### src/rtl/keypad_scanner.sv
// keypad_scanner: matrix keypad scanner with debounce, multi-key reject and auto-repeat
// Ports:
//   clk, rst      clock, asynchronous active-high reset
//   row_n         active-low row returns (asynchronous, synchronised internally)
//   col_n         active-low column strobes, exactly one bit low
//   key_code      code of last accepted key, held until the next accept
//   key_valid     one-cycle pulse per accepted press or auto-repeat
//   key_held      high while the accepted key remains pressed
//   key_released  one-cycle pulse when the release is accepted
//   multi_key     one-cycle pulse when a scan sample sees more than one row low
module keypad_scanner #(
  parameter int ROWS           = 4,
  parameter int COLS           = 4,
  parameter int SCAN_CYCLES    = 1000,
  parameter int DEBOUNCE_SCANS = 8,
  parameter int REPEAT_PERIODS = 0,
  parameter int MAP_HEX        = 1,
  parameter int CODE_W         = MAP_HEX != 0 ? 4 : (ROWS * COLS > 2 ? $clog2(ROWS * COLS) : 1)
) (
  input  logic              clk,
  input  logic              rst,
  input  logic [ROWS-1:0]   row_n,
  output logic [COLS-1:0]   col_n,
  output logic [CODE_W-1:0] key_code,
  output logic              key_valid,
  output logic              key_held,
  output logic              key_released,
  output logic              multi_key
);
  localparam int CW = $clog2(COLS);
  localparam int RW = $clog2(ROWS);
  localparam int TW = $clog2(SCAN_CYCLES);
  localparam int DW = $clog2(DEBOUNCE_SCANS + 1);
  localparam int PW = REPEAT_PERIODS > 0 ? $clog2(REPEAT_PERIODS + 1) : 1;

  typedef enum logic [1:0] {SCAN, DEBOUNCE, HELD, RELEASE} state_t;

  if (MAP_HEX != 0 && (ROWS != 4 || COLS != 4)) begin : g_bad_map
    $error("keypad_scanner: MAP_HEX=1 requires ROWS=COLS=4");
  end

  state_t            state_q, state_d;
  logic [ROWS-1:0]   sync_q, rows_q;
  logic [TW-1:0]     dwell_q;
  logic [CW-1:0]     col_q, col_d, col_nx;
  logic [RW-1:0]     cand_q, cand_d, row_idx;
  logic [DW-1:0]     cnt_q, cnt_d;
  logic [PW-1:0]     rep_q, rep_d;
  logic [CODE_W-1:0] code_q, acc_code;
  logic              valid_q, held_q, rel_q, multi_q;
  logic [ROWS-1:0]   low;
  logic              sample, any_low, one_low, cand_low, only_cand;
  logic              accept, rpt, rls, multi;

  assign low       = ~rows_q;
  assign sample    = dwell_q == TW'(SCAN_CYCLES - 1);
  assign any_low   = |low;
  assign one_low   = any_low && ((low & (low - ROWS'(1))) == '0);
  assign cand_low  = low[cand_q];
  assign only_cand = low == (ROWS'(1) << cand_q);
  assign col_nx    = col_q == CW'(COLS - 1) ? '0 : col_q + CW'(1);

  always_comb begin
    row_idx = '0;
    for (int r = ROWS - 1; r >= 0; r--) if (low[r]) row_idx = RW'(r);
  end

  // On accept row_idx is the candidate row: in DEBOUNCE only that row may be low.
  if (MAP_HEX != 0) begin : g_hex
    localparam logic [63:0] HEX_MAP = 64'hDF0EC987B654A321;
    assign acc_code = CODE_W'(HEX_MAP[{row_idx, col_q, 2'b00} +: 4]);
  end else begin : g_raw
    assign acc_code = CODE_W'(int'(row_idx) * COLS + int'(col_q));
  end

  // Event decisions, all taken on a sample point.
  always_comb begin
    accept = sample && ((state_q == SCAN && one_low && DEBOUNCE_SCANS == 1) ||
                        (state_q == DEBOUNCE && only_cand && cnt_q == DW'(DEBOUNCE_SCANS - 1)));
    rpt    = sample && state_q == HELD && cand_low && REPEAT_PERIODS != 0 &&
             rep_q == PW'(REPEAT_PERIODS - 1);
    rls    = sample && !cand_low && ((state_q == HELD && DEBOUNCE_SCANS == 1) ||
                                     (state_q == RELEASE && cnt_q == DW'(DEBOUNCE_SCANS - 1)));
    multi  = sample && state_q == SCAN && any_low && !one_low;
  end

  always_comb begin
    state_d = state_q;
    col_d   = col_q;
    cand_d  = cand_q;
    cnt_d   = cnt_q;
    rep_d   = rep_q;
    if (sample) begin
      case (state_q)
        SCAN: begin
          if (one_low) begin
            cand_d  = row_idx;
            cnt_d   = accept ? '0 : DW'(1);
            rep_d   = '0;
            state_d = accept ? HELD : DEBOUNCE;
          end else col_d = col_nx;
        end
        DEBOUNCE: begin
          if (!only_cand) begin
            state_d = SCAN;
            col_d   = col_nx;
          end else begin
            cnt_d   = accept ? '0 : cnt_q + DW'(1);
            rep_d   = '0;
            state_d = accept ? HELD : DEBOUNCE;
          end
        end
        HELD: begin
          if (cand_low) begin
            cnt_d = '0;
            rep_d = (rpt || REPEAT_PERIODS == 0) ? '0 : rep_q + PW'(1);
          end else if (rls) begin
            state_d = SCAN;
            col_d   = '0;
            cnt_d   = '0;
            rep_d   = '0;
          end else begin
            cnt_d   = DW'(1);
            state_d = RELEASE;
          end
        end
        default: begin
          if (cand_low) begin
            state_d = HELD;
            cnt_d   = '0;
            rep_d   = '0;
          end else if (rls) begin
            state_d = SCAN;
            col_d   = '0;
            cnt_d   = '0;
            rep_d   = '0;
          end else cnt_d = cnt_q + DW'(1);
        end
      endcase
    end
  end

  always_ff @(posedge clk or posedge rst) begin
    if (rst) begin
      state_q <= SCAN;
      sync_q  <= '1;
      rows_q  <= '1;
      dwell_q <= '0;
      col_q   <= '0;
      cand_q  <= '0;
      cnt_q   <= '0;
      rep_q   <= '0;
      code_q  <= '0;
      valid_q <= 1'b0;
      held_q  <= 1'b0;
      rel_q   <= 1'b0;
      multi_q <= 1'b0;
    end else begin
      state_q <= state_d;
      sync_q  <= row_n;
      rows_q  <= sync_q;
      dwell_q <= sample ? '0 : dwell_q + TW'(1);
      col_q   <= col_d;
      cand_q  <= cand_d;
      cnt_q   <= cnt_d;
      rep_q   <= rep_d;
      code_q  <= accept ? acc_code : code_q;
      valid_q <= accept | rpt;
      held_q  <= accept ? 1'b1 : rls ? 1'b0 : held_q;
      rel_q   <= rls;
      multi_q <= multi;
    end
  end

  assign col_n        = ~(COLS'(1) << col_q);
  assign key_code     = code_q;
  assign key_valid    = valid_q;
  assign key_held     = held_q;
  assign key_released = rel_q;
  assign multi_key    = multi_q;
endmodule
### config.mk
export PLATFORM = sky130hd
export DESIGN_NAME = keypad_scanner
export DESIGN_NICKNAME = d
export VERILOG_FILES = /design/src/rtl/keypad_scanner.sv
export SDC_FILE = /design/constraint.sdc
export NUM_CORES = 1
export LEC_CHECK = 0
export BUFFER_PORTS_ARGS = -buffer_cell sky130_fd_sc_hd__buf_4
export CORE_MARGIN = 2
export CORE_UTILIZATION = 58
export CTS_CLUSTER_DIAMETER = 30
export DETAILED_ROUTE_END_ITERATION = 8
export MAX_ROUTING_LAYER = met4
export PLACE_DENSITY = 0.9
export SLEW_MARGIN = 20
export SYNTH_ARGS = -nofsm -noshare
export SYNTH_HDL_FRONTEND = slang
export SYNTH_SLANG_ARGS = --single-unit
### constraint.sdc
create_clock -name clk -period 2.76 [get_ports clk]
set_input_delay 0.552 -clock clk [delete_from_list [all_inputs] [get_ports clk]]
set_output_delay 0.552 -clock clk [all_outputs]
set_load 0.01 [all_outputs]
# After elaboration in Yosys (flattened, before gate mapping)
# Cells that the tools add are included.
op_classes:
  n_lt_le_gt_ge: 1
  n_reduce_logical: 22
  n_addsub: 4
  n_mux: 31
  eq_ne: 13
  bitwise_logic: 3
  n_shift: 3
op_table:
  columns: ["op", "n"]
  rows:
  - ["64-bit by 7-bit variable part select with 4-bit output, first input constant", 1]
  - ["2-bit two-way mux", 15]
  - ["4-bit two-way mux", 5]
  - ["4-bit one-hot mux with 3 select lines", 1]
  - ["10-bit by 1-bit adder with 10-bit output, second input constant", 1]
  - ["10-bit == test, second input constant", 1]
  - ["1-bit logical AND", 10]
  - ["10-bit two-way mux", 1]
  - ["2-bit != test, second input constant", 5]
  - ["4-bit inverter", 2]
  - ["1-bit by 2-bit left shift with 4-bit output, first input constant", 2]
  - ["2-bit == test, second input constant", 3]
  - ["1-bit two-way mux", 6]
  - ["2-bit one-hot mux with 3 select lines", 1]
  - ["3-bit AND reduction", 2]
  - ["5-bit AND reduction", 1]
  - ["5-bit nonzero test", 1]
  - ["4-bit by 1-bit adder with 4-bit output, second input constant", 1]
  - ["4-bit AND", 1]
  - ["4-bit by 3-bit == test with 1-bit output, second input constant", 1]
  - ["4-bit == test", 1]
  - ["4-bit zero test", 1]
  - ["2-bit one-hot mux with 2 select lines", 1]
  - ["4-bit AND reduction", 1]
  - ["11 further kinds", 12]
totals:
  reg_bits: 36
  out_inout_bits: 12
  input_bits: 6

# Depth between registers and ports, before layout
depth:
  word_depth: 9
  mapped_depth: 8

# Worst setup path after synthesis
# Ideal clock, no wire load.
synth_path:
  path_kind: "register to register"
  start: "reg rows_q[1]"
  end: "reg col_q[1]"
  slack_ps: 732
  setup_time_ps: 125
  synth_period_minus_slack_ps: 2028
  arrival_time_ps: 1903
  t_required_ps: 2635
  path_stages_with_launch: 7
  path_cell_list: "dfstp_2 buf_4 and4b_1 a2111oi_4 a31oi_1 or3b_4 mux2_4"
synth_between:
  elab_chain_cells: 8
synth_lines:
  columns: ["item", "line", "rtl"]
  rows:
  - ["from (decl)", "43", "logic [ROWS-1:0] sync_q, rows_q;"]
  - ["from (signal assigned)", "161", "rows_q <= sync_q;"]
  - ["4-bit inverter *", "55", "assign low = ~rows_q;"]
  - ["branches (longest 6 deep; another with 4-bit by 1-bit subtractor with 4-bit output)", null, null]
  - ["5-bit AND reduction (no line) *", null, null]
  - ["to (signal assigned)", "163", "col_q <= col_d;"]
  - ["to (decl)", "45", "logic [CW-1:0] col_q, col_d, col_nx;"]
# Mark *: on every way between the ends. The select of a mux whose other input is x is not followed.
# A chain may end at the register's enable or synchronous reset.

# Worst setup path in the final report
layout_path:
  start: "reg dwell_q[0]"
  end: "reg code_q[3] (netlist: key_code[3])"
layout_between:
  elab_chain_cells: 2
layout_lines:
  columns: ["item", "line", "rtl"]
  rows:
  - ["from (decl)", "44", "logic [TW-1:0] dwell_q;"]
  - ["from (signal assigned)", "162", "dwell_q <= sample ? '0 : dwell_q + TW'(1);"]
  - ["10-bit == test", "56", "assign sample = dwell_q == TW'(SCAN_CYCLES - 1);"]
  - ["1-bit logical AND", "78", "accept = sample && ((state_q == SCAN && one_low && DEBOUNCE_SCANS == 1) ||"]
  - ["to (signal assigned)", "167", "code_q <= accept ? acc_code : code_q;"]
  - ["to (decl)", "49", "logic [CODE_W-1:0] code_q, acc_code;"]
# Every way passes these cells.

==> summary.md <==
| Metric | Value |
|---|---|
| Top cells by area, synth | `dfrtp_1 (37%), dfstp_2 (11%), ha_1 (4.6%)` |
| Clk sink count | `36` |
| Yosys top cell by area | `dfrtp_1` |
| Final antenna-violating net count | `0` |
| Syn Inst Count | `183` |
| Net Count, Synth | `196` |
| Final Power | `872.8 uW` |
| Psw | `215.6 uW` |
| Dpl hpwl | `between 2000 and 3000 um` |
| Layout Nets | `214` |
| Comb pwr share | `about 5.6%` |
| Avg Inst Size Synth | `10.32 um2` |
| Pint | `657.2 uW` |
| Synth Flop Type | `dfrtp_1` |
| Core ar. | `between 3000 and 4000 um2` |
| Initial DRC count | `86` |
| Post-synthesis async set-or-reset flop share | `100.0%` |
| DIE WIDTH | `approximately 61 um` |
| Clk buf depth | `2` |
| Flop pwr share | `62.6%` |
| Hold WC Path Type | `in -> async` |
| Final number of max-transition violations | `0` |
| Worst-Margin Slew | `0.7270 ns` |
| LEAKAGE | `slightly below 0.001 uW` |
| Drt drc | `0` |
| Largest net degree at the start of global routing | `20` |
| Worst Setup Path Type | `reg -> reg` |
| Synth cell types | `52` |
| Clock share of power | `31.8%` |
| Post-synth EDFFs | `0` |
| Post-Synthesis Cell Area | `1888 um2` |
| Switching share of power | `24.71%` |
| Gr ovfl total | `0` |
| Diode count | `0` |
| Cts repair resizes | `0` |
| Clock latency on the worst-skew pair | `0.36 ns` |
| Peak fanout along the critical path | `14` |
| Most common cell after layout, fill and taps aside | `dfrtp_1` |
| GRT Total Usage | `22.22%` |
| Final Instance Count excl. Fillers | `246` |
| FMAX | `between 400 and 500 MHz` |
| Die area | `3728 um2` |
| First-pass GRT wire length | `around 5700 um` |
| DR vias | `1415` |
| Sequential share of the synthesized area | `between 40 and 50%` |
| Vias in the first global route | `1327` |
| CTS Buf Count | `5` |
| Area growth from synthesis to layout | `10.74%` |
| PwrDens | `about 420 nW/um2` |
| Final setup TNS | `0 ns` |
| Worst clock skew | `0.01126 ns` |
| DRT Pass-1 Iters | `7` |
| DP Cell Count | `~240` |
| Crit end category | `register` |
| Final hold vios | `0` |
| IO buf count | `17` |
| Die height | `61.06 um` |
| Initial antenna violation count | `0` |
| Clock transition at the registers of the reported paths | `0.11 ns` |
| Routed vias/inst | `5.752` |
| Initial Util | `around three fifths` |
| DR WL/cell | `14.11 um` |
| Fill cell count | `241` |
| DP Worst Slack | `0.4586 ns` |
| Worst vdd ir | `0.3345 mV` |
| Unrepaired setup endpoints after global routing | `no` |
| #FFs+latches synth | `36` |
| Outcome | `completed` |
| Final Wtd Congestion | `0.9559` |
| Tcrit/Tclk final | `85.09%` |
| Max Cap Viol | `0` |
| Max H-tree Level | `2` |
| Top-area cell type share of the netlist area | `37.11%` |
| Total Wirelength | `3470 um` |
| Root Driver | `clkbuf_4` |
| PnR worst setup slack | `slightly above 0.4 ns` |
| Setup crit start kind | `register` |
| YS warnings | `0` |
| Final-report setup violation count | `0` |
| Most frequent cells in the layout | `dfrtp_1 (28), buf_4 (19), nand2_1 (17)` |
| Row cnt | `20` |
| Setup Fix Bufs, Post-CTS | `0` |
| Hold Buf Count CTS | `0` |
| Critical path data arrival time | `about 2.6 ns` |
| Required time of the critical path | `3.00 ns` |
| Slew headroom | `51.43%` |
| Layout cells sized above 1 | `20.79%` |
| Clock period minus final worst setup slack | `2.348 ns` |
| # IOs | `18` |
| CTS tree | `yes` |
## through the flow
step	cell area (um2)	utilization, %	hold slack (ns)
finish	2091	67.93	0.2100
global route	2091	67.93	0.2281
floorplan	1888	-	0.3452
global placement	2037	66.18	0.3456
CTS	2091	67.93	0.2148
detailed placement	2037	66.18	0.3482
## flip-flops by register name, summed over array words and instances, names as in the netlist
signal and count:
rows_q 4, cand_q 2, sync_q 4, key_code 4
dwell_q 10, multi_key 1, key_held 1, key_valid 1
state_q 2, col_q 2, cnt_q 4, key_released 1
## final timing paths
check / cells after the start / start / slack (ns) / end
worst max-delay path: 7 / dwell_q[0] / 0.41 / key_code[3]
worst min-delay path: 3 / rst / 0.21 / state_q[1]
worst max register to register: 7 / dwell_q[0] / 0.41 / key_code[3]
worst min register to register: 0 / sync_q[0] / 0.36 / rows_q[0]
max in group asynchronous: 3 / rst / 2.28 / sync_q[3]
min in group clk: 1 / row_n[3] / 0.30 / sync_q[3]
## cell families (layout without fill, tap and decap cells)
kind of cell	Yosys count	after routing	share of synthesized area [%]
DFF	36	36	48.24
AOI/OAI and AO/OA	43	43	15.97
and+or+nand+nor	65	65	19.22
muxes	5	5	3.711
xor gates and xnor gates	7	7	3.247
adders and majority gates	7	7	4.639
buffers and inverters	20	39	4.970
## synth_stat cells (2+ instances only)
cell      number
clkbuf_1       2
xnor2_1        2
a21boi_0       2
buf_2          3
o31ai_1        2
a22o_1         2
o21ai_0       12
and4b_1        2
nor2_1        10
nor3b_1        4
nor2b_1        3
a21oi_1        5
nand2_1       17
inv_1         12
mux2_2         2
o21bai_1       2
buf_4          2
dfstp_2        8
xor2_1         5
dfrtp_1       28
nor3_1         2
and3_1         5
o21ai_1        3
ha_1           7
and2_1         3
a21o_1         2
a211oi_1       2
nand3_1        7
and3b_1        3
a221oi_1       2
## critical path: stages (launching register included)
cell,delay (ns)
dfrtp_1,0.41
ha_1,0.21
and4bb_2,0.24
and4_1,0.49
nand3_1,0.21
or3_1,0.49
nand2_1,0.12
o21ai_1,0.07
## metal layers
metal  share of wire, %  wire length [um]  vias to the layer above  track usage (%)
met3                6.1               212                       13            5.882
li1                   -                 -                      688                -
met2                 49              1703                       56            35.71
met1                 43              1479                      658            25.85
met5                  0                 0                        -                -
met4                2.1                74                        0            10.56
## power groups by stage
stage / registers [uW] / logic (uW) / clock network (uW)
global route: 548 / 54.8 / 310
finish: 546 / 49.1 / 278
CTS: 546 / 49.4 / 285
global placement: 554 / 46.7 / 0
floorplan: 550 / 40.9 / 0
detailed placement: 556 / 49.1 / 0
## layout make-up
type / count / area [um2] / area share [%]
clock inverters: 2 / 12.51 / 0.5984
well taps: 44 / 55.05 / 2.633
repair buffers: 19 / 142.6 / 6.822
clock buffers: 6 / 41.29 / 1.975
inverters: 12 / 45.04 / 2.154
multi-input cells: 127 / 883.3 / 42.25
flip-flops and latches: 36 / 910.9 / 43.57
No activity file was read; power rests on OpenSTA's default activity.
